[src/rtl/sys_pkg.sv]
// sys_pkg: shared types and sizing helpers for the systolic summing blocks
// (sys_skewer, sys_sum, sys_stacker).
//   state_e      - skewer FSM states
//   cnt_width()  - bits needed to hold 0..max_val, never less than 1
//   lane_vec_t   - lane vector at the default geometry
package sys_pkg;

    typedef enum logic [1:0] {
        IDLE  = 2'd0,
        LOAD  = 2'd1,
        DRAIN = 2'd2
    } state_e;

    // Default geometry; modules override through their own parameters.
    localparam int BIT_SIZE_DEF   = 4;
    localparam int NERVES_DEF     = 4;
    localparam int DEPTH_IN_DEF   = 2;

    // Counter widths at the default geometry: input count 0..DepthIn,
    // drain count 0..NumOfNerves-1.
    localparam int IN_CNT_W_DEF    = $clog2(DEPTH_IN_DEF + 1);
    localparam int DRAIN_CNT_W_DEF = $clog2(NERVES_DEF);

    typedef logic [NERVES_DEF-1:0][BIT_SIZE_DEF-1:0] lane_vec_t;

    // Width of a counter spanning 0..max_val; clamped to 1 so degenerate
    // geometries never produce zero-width vectors.
    function automatic int cnt_width(input int max_val);
        return (max_val < 2) ? 1 : $clog2(max_val + 1);
    endfunction

endpackage

[src/rtl/sys_delay_line.sv]
// sys_delay_line: fixed-length shift register used to skew one lane.
//   clk   - rising-edge clock
//   res_n - synchronous active-high reset, clears every stage
//   din   - lane input
//   dout  - din delayed by Depth cycles (Depth=0 is a plain wire)
module sys_delay_line #(
    parameter int Depth = 1,
    parameter int Width = 8
) (
    input  logic             clk,
    input  logic             res_n,
    input  logic [Width-1:0] din,
    output logic [Width-1:0] dout
);

    if (Depth == 0) begin : g_wire
        assign dout = din;
    end else begin : g_sr
        logic [Depth-1:0][Width-1:0] stage_q;
        logic [Depth-1:0][Width-1:0] stage_d;

        always_comb begin
            stage_d[0] = din;
            for (int i = 1; i < Depth; i++) begin
                stage_d[i] = stage_q[i-1];
            end
        end

        always_ff @(posedge clk) begin
            if (res_n) begin
                stage_q <= '0;
            end else begin
                stage_q <= stage_d;
            end
        end

        assign dout = stage_q[Depth-1];
    end

endmodule

[src/rtl/sys_skewer.sv]
// sys_skewer: turns a frame of DepthIn row-aligned vectors into the diagonal
// stream consumed by sys_sum. Lane j is delayed j cycles; empty diagonal
// slots carry zero. Framing (out_valid/out_start/out_last) is generated here.
//   clk, res_n      - clock, synchronous active-high reset
//   in_valid/start  - input vector valid / first vector of a frame
//   in_data         - aligned vector, lane 0 at LSB
//   in_ready        - vector can be accepted this cycle (low while draining)
//   out_valid/start/last, out_data - skewed slot and its framing
//   err             - sticky protocol error (stray data, early termination)
module sys_skewer
    import sys_pkg::*;
#(
    parameter int BitSize     = 4,
    parameter int NumOfNerves = 4,
    parameter int DepthIn     = 2
) (
    input  logic                                  clk,
    input  logic                                  res_n,
    input  logic                                  in_valid,
    input  logic                                  in_start,
    input  logic [NumOfNerves-1:0][BitSize-1:0]   in_data,
    output logic                                  in_ready,
    output logic                                  out_valid,
    output logic                                  out_start,
    output logic                                  out_last,
    output logic [NumOfNerves-1:0][BitSize-1:0]   out_data,
    output logic                                  err
);

    localparam int IN_CNT_W    = cnt_width(DepthIn);
    localparam int DRAIN_CNT_W = cnt_width(NumOfNerves - 1);

    localparam logic [IN_CNT_W-1:0]    IN_CNT_FINAL = IN_CNT_W'(DepthIn - 1);
    // Remaining drain cycles after a complete frame.
    localparam logic [DRAIN_CNT_W-1:0] DRAIN_FULL   = DRAIN_CNT_W'(NumOfNerves - 1);
    // After early termination the terminating cycle is itself the first
    // drain slot, so one fewer cycle is left.
    localparam logic [DRAIN_CNT_W-1:0] DRAIN_EARLY  =
        DRAIN_CNT_W'((NumOfNerves > 2) ? NumOfNerves - 2 : 0);

    state_e                             state_q, state_d;
    logic [IN_CNT_W-1:0]                in_cnt_q, in_cnt_d;
    logic [DRAIN_CNT_W-1:0]             drain_cnt_q, drain_cnt_d;
    logic                               err_q, err_d;
    logic                               out_valid_q, out_valid_d;
    logic                               out_start_q, out_start_d;
    logic                               out_last_q, out_last_d;
    logic [NumOfNerves-1:0][BitSize-1:0] out_data_q, out_data_d;

    logic                               take;
    logic [NumOfNerves-1:0][BitSize-1:0] lane_in;
    logic [NumOfNerves-1:0][BitSize-1:0] lane_dly;

    // State and datapath registers
    always_ff @(posedge clk) begin
        if (res_n) begin
            state_q     <= IDLE;
            in_cnt_q    <= '0;
            drain_cnt_q <= '0;
            err_q       <= 1'b0;
            out_valid_q <= 1'b0;
            out_start_q <= 1'b0;
            out_last_q  <= 1'b0;
            out_data_q  <= '0;
        end else begin
            state_q     <= state_d;
            in_cnt_q    <= in_cnt_d;
            drain_cnt_q <= drain_cnt_d;
            err_q       <= err_d;
            out_valid_q <= out_valid_d;
            out_start_q <= out_start_d;
            out_last_q  <= out_last_d;
            out_data_q  <= out_data_d;
        end
    end

    // Next state, counters and framing of the slot produced at this edge
    always_comb begin
        state_d     = state_q;
        in_cnt_d    = in_cnt_q;
        drain_cnt_d = drain_cnt_q;
        err_d       = err_q;
        out_valid_d = 1'b0;
        out_start_d = 1'b0;
        out_last_d  = 1'b0;
        case (state_q)
            IDLE: begin
                if (in_valid) begin
                    if (in_start) begin
                        in_cnt_d    = IN_CNT_W'(1);
                        out_valid_d = 1'b1;
                        out_start_d = 1'b1;
                        if (DepthIn == 1) begin
                            if (NumOfNerves == 1) begin
                                out_last_d = 1'b1;
                            end else begin
                                state_d     = DRAIN;
                                drain_cnt_d = DRAIN_FULL;
                            end
                        end else begin
                            state_d = LOAD;
                        end
                    end else begin
                        // Data without a frame start is dropped.
                        err_d = 1'b1;
                    end
                end
            end
            LOAD: begin
                // Every LOAD cycle is a slot: either a real vector or the
                // zero-filled slot of an early termination.
                out_valid_d = 1'b1;
                out_start_d = 1'b1;
                if (in_valid) begin
                    in_cnt_d = in_cnt_q + IN_CNT_W'(1);
                    if (in_cnt_q == IN_CNT_FINAL) begin
                        if (NumOfNerves == 1) begin
                            out_last_d = 1'b1;
                            state_d    = IDLE;
                        end else begin
                            state_d     = DRAIN;
                            drain_cnt_d = DRAIN_FULL;
                        end
                    end
                end else begin
                    err_d = 1'b1;
                    if (NumOfNerves <= 2) begin
                        out_last_d = 1'b1;
                        state_d    = IDLE;
                    end else begin
                        state_d     = DRAIN;
                        drain_cnt_d = DRAIN_EARLY;
                    end
                end
            end
            DRAIN: begin
                out_valid_d = 1'b1;
                drain_cnt_d = drain_cnt_q - DRAIN_CNT_W'(1);
                if (drain_cnt_q == DRAIN_CNT_W'(1)) begin
                    out_last_d = 1'b1;
                    state_d    = IDLE;
                end
            end
            default: begin
                state_d = IDLE;
            end
        endcase
    end

    // Handshake outputs, decoded from state
    always_comb begin
        in_ready = (state_q != DRAIN);
        take     = in_valid && in_ready && (state_q != IDLE || in_start);
    end

    // Lane inputs are zero unless a vector is taken, so the delay lines
    // flush themselves with the zero diagonal padding.
    always_comb begin
        for (int j = 0; j < NumOfNerves; j++) begin
            lane_in[j]    = take ? in_data[j] : '0;
            out_data_d[j] = out_valid_d ? lane_dly[j] : '0;
        end
    end

    for (genvar j = 0; j < NumOfNerves; j++) begin : g_lane
        if (j == 0) begin : g_direct
            assign lane_dly[j] = lane_in[j];
        end else begin : g_dly
            sys_delay_line #(
                .Depth (j),
                .Width (BitSize)
            ) u_dly (
                .clk   (clk),
                .res_n (res_n),
                .din   (lane_in[j]),
                .dout  (lane_dly[j])
            );
        end
    end

    assign out_valid = out_valid_q;
    assign out_start = out_start_q;
    assign out_last  = out_last_q;
    assign out_data  = out_data_q;
    assign err       = err_q;

endmodule
[config.mk]
export PLATFORM = sky130hd
export DESIGN_NAME = sys_skewer
export DESIGN_NICKNAME = d
export VERILOG_FILES = /design/src/rtl/sys_pkg.sv /design/src/rtl/sys_delay_line.sv /design/src/rtl/sys_skewer.sv
export SDC_FILE = /design/constraint.sdc
export NUM_CORES = 1
export LEC_CHECK = 0
export ABC_AREA = 1
export CAP_MARGIN = 10
export CORE_UTILIZATION = 35
export DETAILED_ROUTE_END_ITERATION = 10
export GPL_ROUTABILITY_DRIVEN = 0
export GPL_TIMING_DRIVEN = 1
export PLACE_DENSITY = 0.55
export SLEW_MARGIN = 40
export SYNTH_ARGS = -nofsm -noshare
export SYNTH_HDL_FRONTEND = slang
export SYNTH_HIERARCHICAL = 1
export SYNTH_SLANG_ARGS = --single-unit
[constraint.sdc]
create_clock -name clk -period 2.2 [get_ports clk]
set_input_delay 0.33 -clock clk [delete_from_list [all_inputs] [get_ports clk]]
set_output_delay 0.33 -clock clk [all_outputs]
set_load 0.01 [all_outputs]
==> qor.yml <==
worstMarginPinSlew_ns: 0.3808
crit_required_ns: 1.87
maxSlewViolCount: 0
syn-num-nets: 263
cts_resized: 0
cts.clk_slew.worst_paths_ns: 0.09
p_per_area_mw_per_mm2: 1092
synthDistinctLibCells: 21
cp_data_arrival_time_ns: 1.70
async_flop_share_pct: 0
clock_latency_ns: 0.29
syn_area_per_cell_um2: 8.301
grt_pass1_wl_mm: 5.554
cts_tree: "built"
start_util_pct: 37.24
seq_area_frac_synth_pct: 51.31
die_h_um: 76.66
finalHoldViolations: 0
cts_sinks: 50
core.rowCount: 26
period_share_pct: 92.34
fill_cells: 525
grt_max_degree: 26
dp_worst_setup_slack_ns: 0.4279
via_per_inst: 3.914
layout.nets: 306
yosysTopAreaCellShare_pct: 51.31
die-area_mm2: 0.005876
synth_flop_cell: "dfxtp_1"
setup_ws_ns: 0.1685
post_cts_buffers: 0
netlist_instances: 235
die_w_um: 76.66
setup-violations-final: 0
fin_crit_ns: 2.032
cts-root-buf: "clkbuf_8"
switching_share_pct: 35.48
comb_power_share_pct: 37.1
netSwitchingPower_w: 0.0009690
layout-drive-gt1-share_pct: 13.31
start_kind: "flop"
h-tree-depth: 2
final.setup_skew_ns: 0.005662
power_frac_clock_pct: 22.9
antenna_left: 0
vdd_drop_max_mv: 0.6829
final.setup.tns_ns: 0
hp-class: "flop to flop"
sequentialPowerShare_pct: 40.0
io_pins: 41
antenna_found_initial: 0
cts_buffers: 5
synthTopCellsByCount: "inv_1, dfxtp_1, nor2_1"
dr_total_vias: 1362
synth_top_cell_by_area: "dfxtp_1"
wl_per_cell_um: 8.848
status: "finished clean"
crit_chain: "inv_1 > ha_1 > inv_2 > clkdlybuf4s50_1"
yosysWarnings: 6
grt_usage_pct: 12.19
routed_wl_mm: 3.079
cap_violations: 0
critical-path-top-delay-family: "buffers and inverters"
drc_errors: 0
crit_path_end_kind: "primary output"
areaGrowthSynthToFinish_pct: 28.16
slowest_stage: "clkdlybuf4s50_1"
coreArea_mm2: 0.005238
rsz0062_at_grt: "no"
grt_pass1_vias: 1258
diodes: 0
ys_ff_latch: 50
dp_hpwl_mm: 2.192
drtPass1Iterations: 4
clock_path_buffers: 2
synth_most_common_cell: "inv_1"
critPathMaxFanout: 6
netlist_area_mm2: 0.001951
critical_path_class: "flop to primary output"
path_buf_inv: 3
cts_hold_buffers: 0
max_slew_margin_pct: 74.54
port_buffers: 40
synth-edff-count: 0
fmax_mhz: 492.2
p_leak_nw: 1.074
netlist_top_cells_area: "dfxtp_1, inv_1, nor2_1"
drt-initial-drc-count: 42
cpPeakStageDelay_ns: 0.55
grt-ovfl-total: 0
intPower_w: 0.001762
## logic make-up after synthesis
| kind of cell | after synthesis | share of synthesized area [%] |
|---|---|---|
| AOI/OAI and AO/OA | 6 | 1.668 |
| adders and majority gates | 8 | 5.132 |
| DFF | 50 | 51.31 |
| and+or+nand+nor | 100 | 26.23 |
| buffers and inverters | 71 | 15.65 |
## layout by cell type (no fill, tap or decap), drive strengths merged
master         count
clkinv             1
dfxtp             50
nor2              61
clkbuf             5
ha                 8
o21a               1
nor3               1
nand3              6
buf                2
nor3b              4
o21ai              2
a21oi              3
bufinv             1
nand4              3
or2                1
inv               65
clkdlybuf4s50     40
nand2             24
## sequential cells by signal (all words and copies together) (netlist names)
signal / count
out_data: 16
out_valid: 1
out_last: 1
in_cnt_q: 2
g_lane.g_dly.u_dly/g_sr.stage_d: 12
drain_cnt_q: 2
out_start: 1
err: 1
g_lane.g_dly.u_dly/dout: 12
state_q: 2
## path summary, 6_finish.rpt
| kind | from | end | slack, ns | cells after the start |
|---|---|---|---|---|
| max | state_q[0] | in_ready | 0.17 | 4 |
| min | g_lane[2].g_dly.u_dly/g_sr.stage_d[5] | g_lane[2].g_dly.u_dly/dout[1] | 0.41 | 2 |
| min reg2reg | g_lane[2].g_dly.u_dly/g_sr.stage_d[5] | g_lane[2].g_dly.u_dly/dout[1] | 0.41 | 2 |
| max reg2reg | state_q[0] | g_lane[2].g_dly.u_dly/g_sr.stage_d[7] | 0.71 | 7 |
## per-stage QoR
| stage | instance area, um^2 | cells | utilization (%) | hold WS (ns) | power, W |
|---|---|---|---|---|---|
| floorplan | 1951 | 235 | - | 0.3883 | 0.001882 |
| global placement | 2392 | 341 | 45.68 | 0.3887 | 0.002126 |
| detailed placement | 2392 | 341 | 45.68 | 0.3920 | 0.002133 |
| CTS | 2500 | 348 | 47.73 | 0.4079 | 0.002765 |
| global route | 2500 | 348 | 47.73 | 0.4175 | 0.002981 |
| finish | 2500 | 348 | 47.73 | 0.4062 | 0.002731 |
## layout make-up
| type | count | area (um^2) | area share [%] |
|---|---|---|---|
| clock buffer | 5 | 68.82 | 2.753 |
| clock inverter | 2 | 38.79 | 1.552 |
| inverter | 65 | 244.0 | 9.760 |
| multi-input combinational | 114 | 644.4 | 25.78 |
| sequential | 50 | 1001 | 40.04 |
| tap | 70 | 87.58 | 3.504 |
| timing repair buffer | 42 | 415.4 | 16.62 |
## power groups by stage
stage | Combinational (W) | Sequential, W | Clock (W)
after CTS | 0.00102 | 0.00109 | 0.000651
after global routing | 0.00117 | 0.00111 | 0.000704
after detailed placement | 0.00102 | 0.00111 | 0
final | 0.00101 | 0.00109 | 0.000627
after global placement | 0.00101 | 0.00111 | 0
after floorplan | 0.000761 | 0.00112 | 0
## worst reg2reg max path: stages (launching register included)
cell	delay [ns]
dfxtp_1	0.39
inv_1	0.11
ha_1	0.29
nand2_2	0.13
nand3_4	0.23
nor2_1	0.17
inv_1	0.05
nor2_1	0.07
## metal layers
layer	global-route usage (%)	up-vias	routed length (um)
met5	0	-	0
met4	6.346	0	37
met3	3.333	5	147
met2	19.91	34	1482
met1	14.60	574	1412
li1	-	749	-
Power figures use the tool's default switching activity.
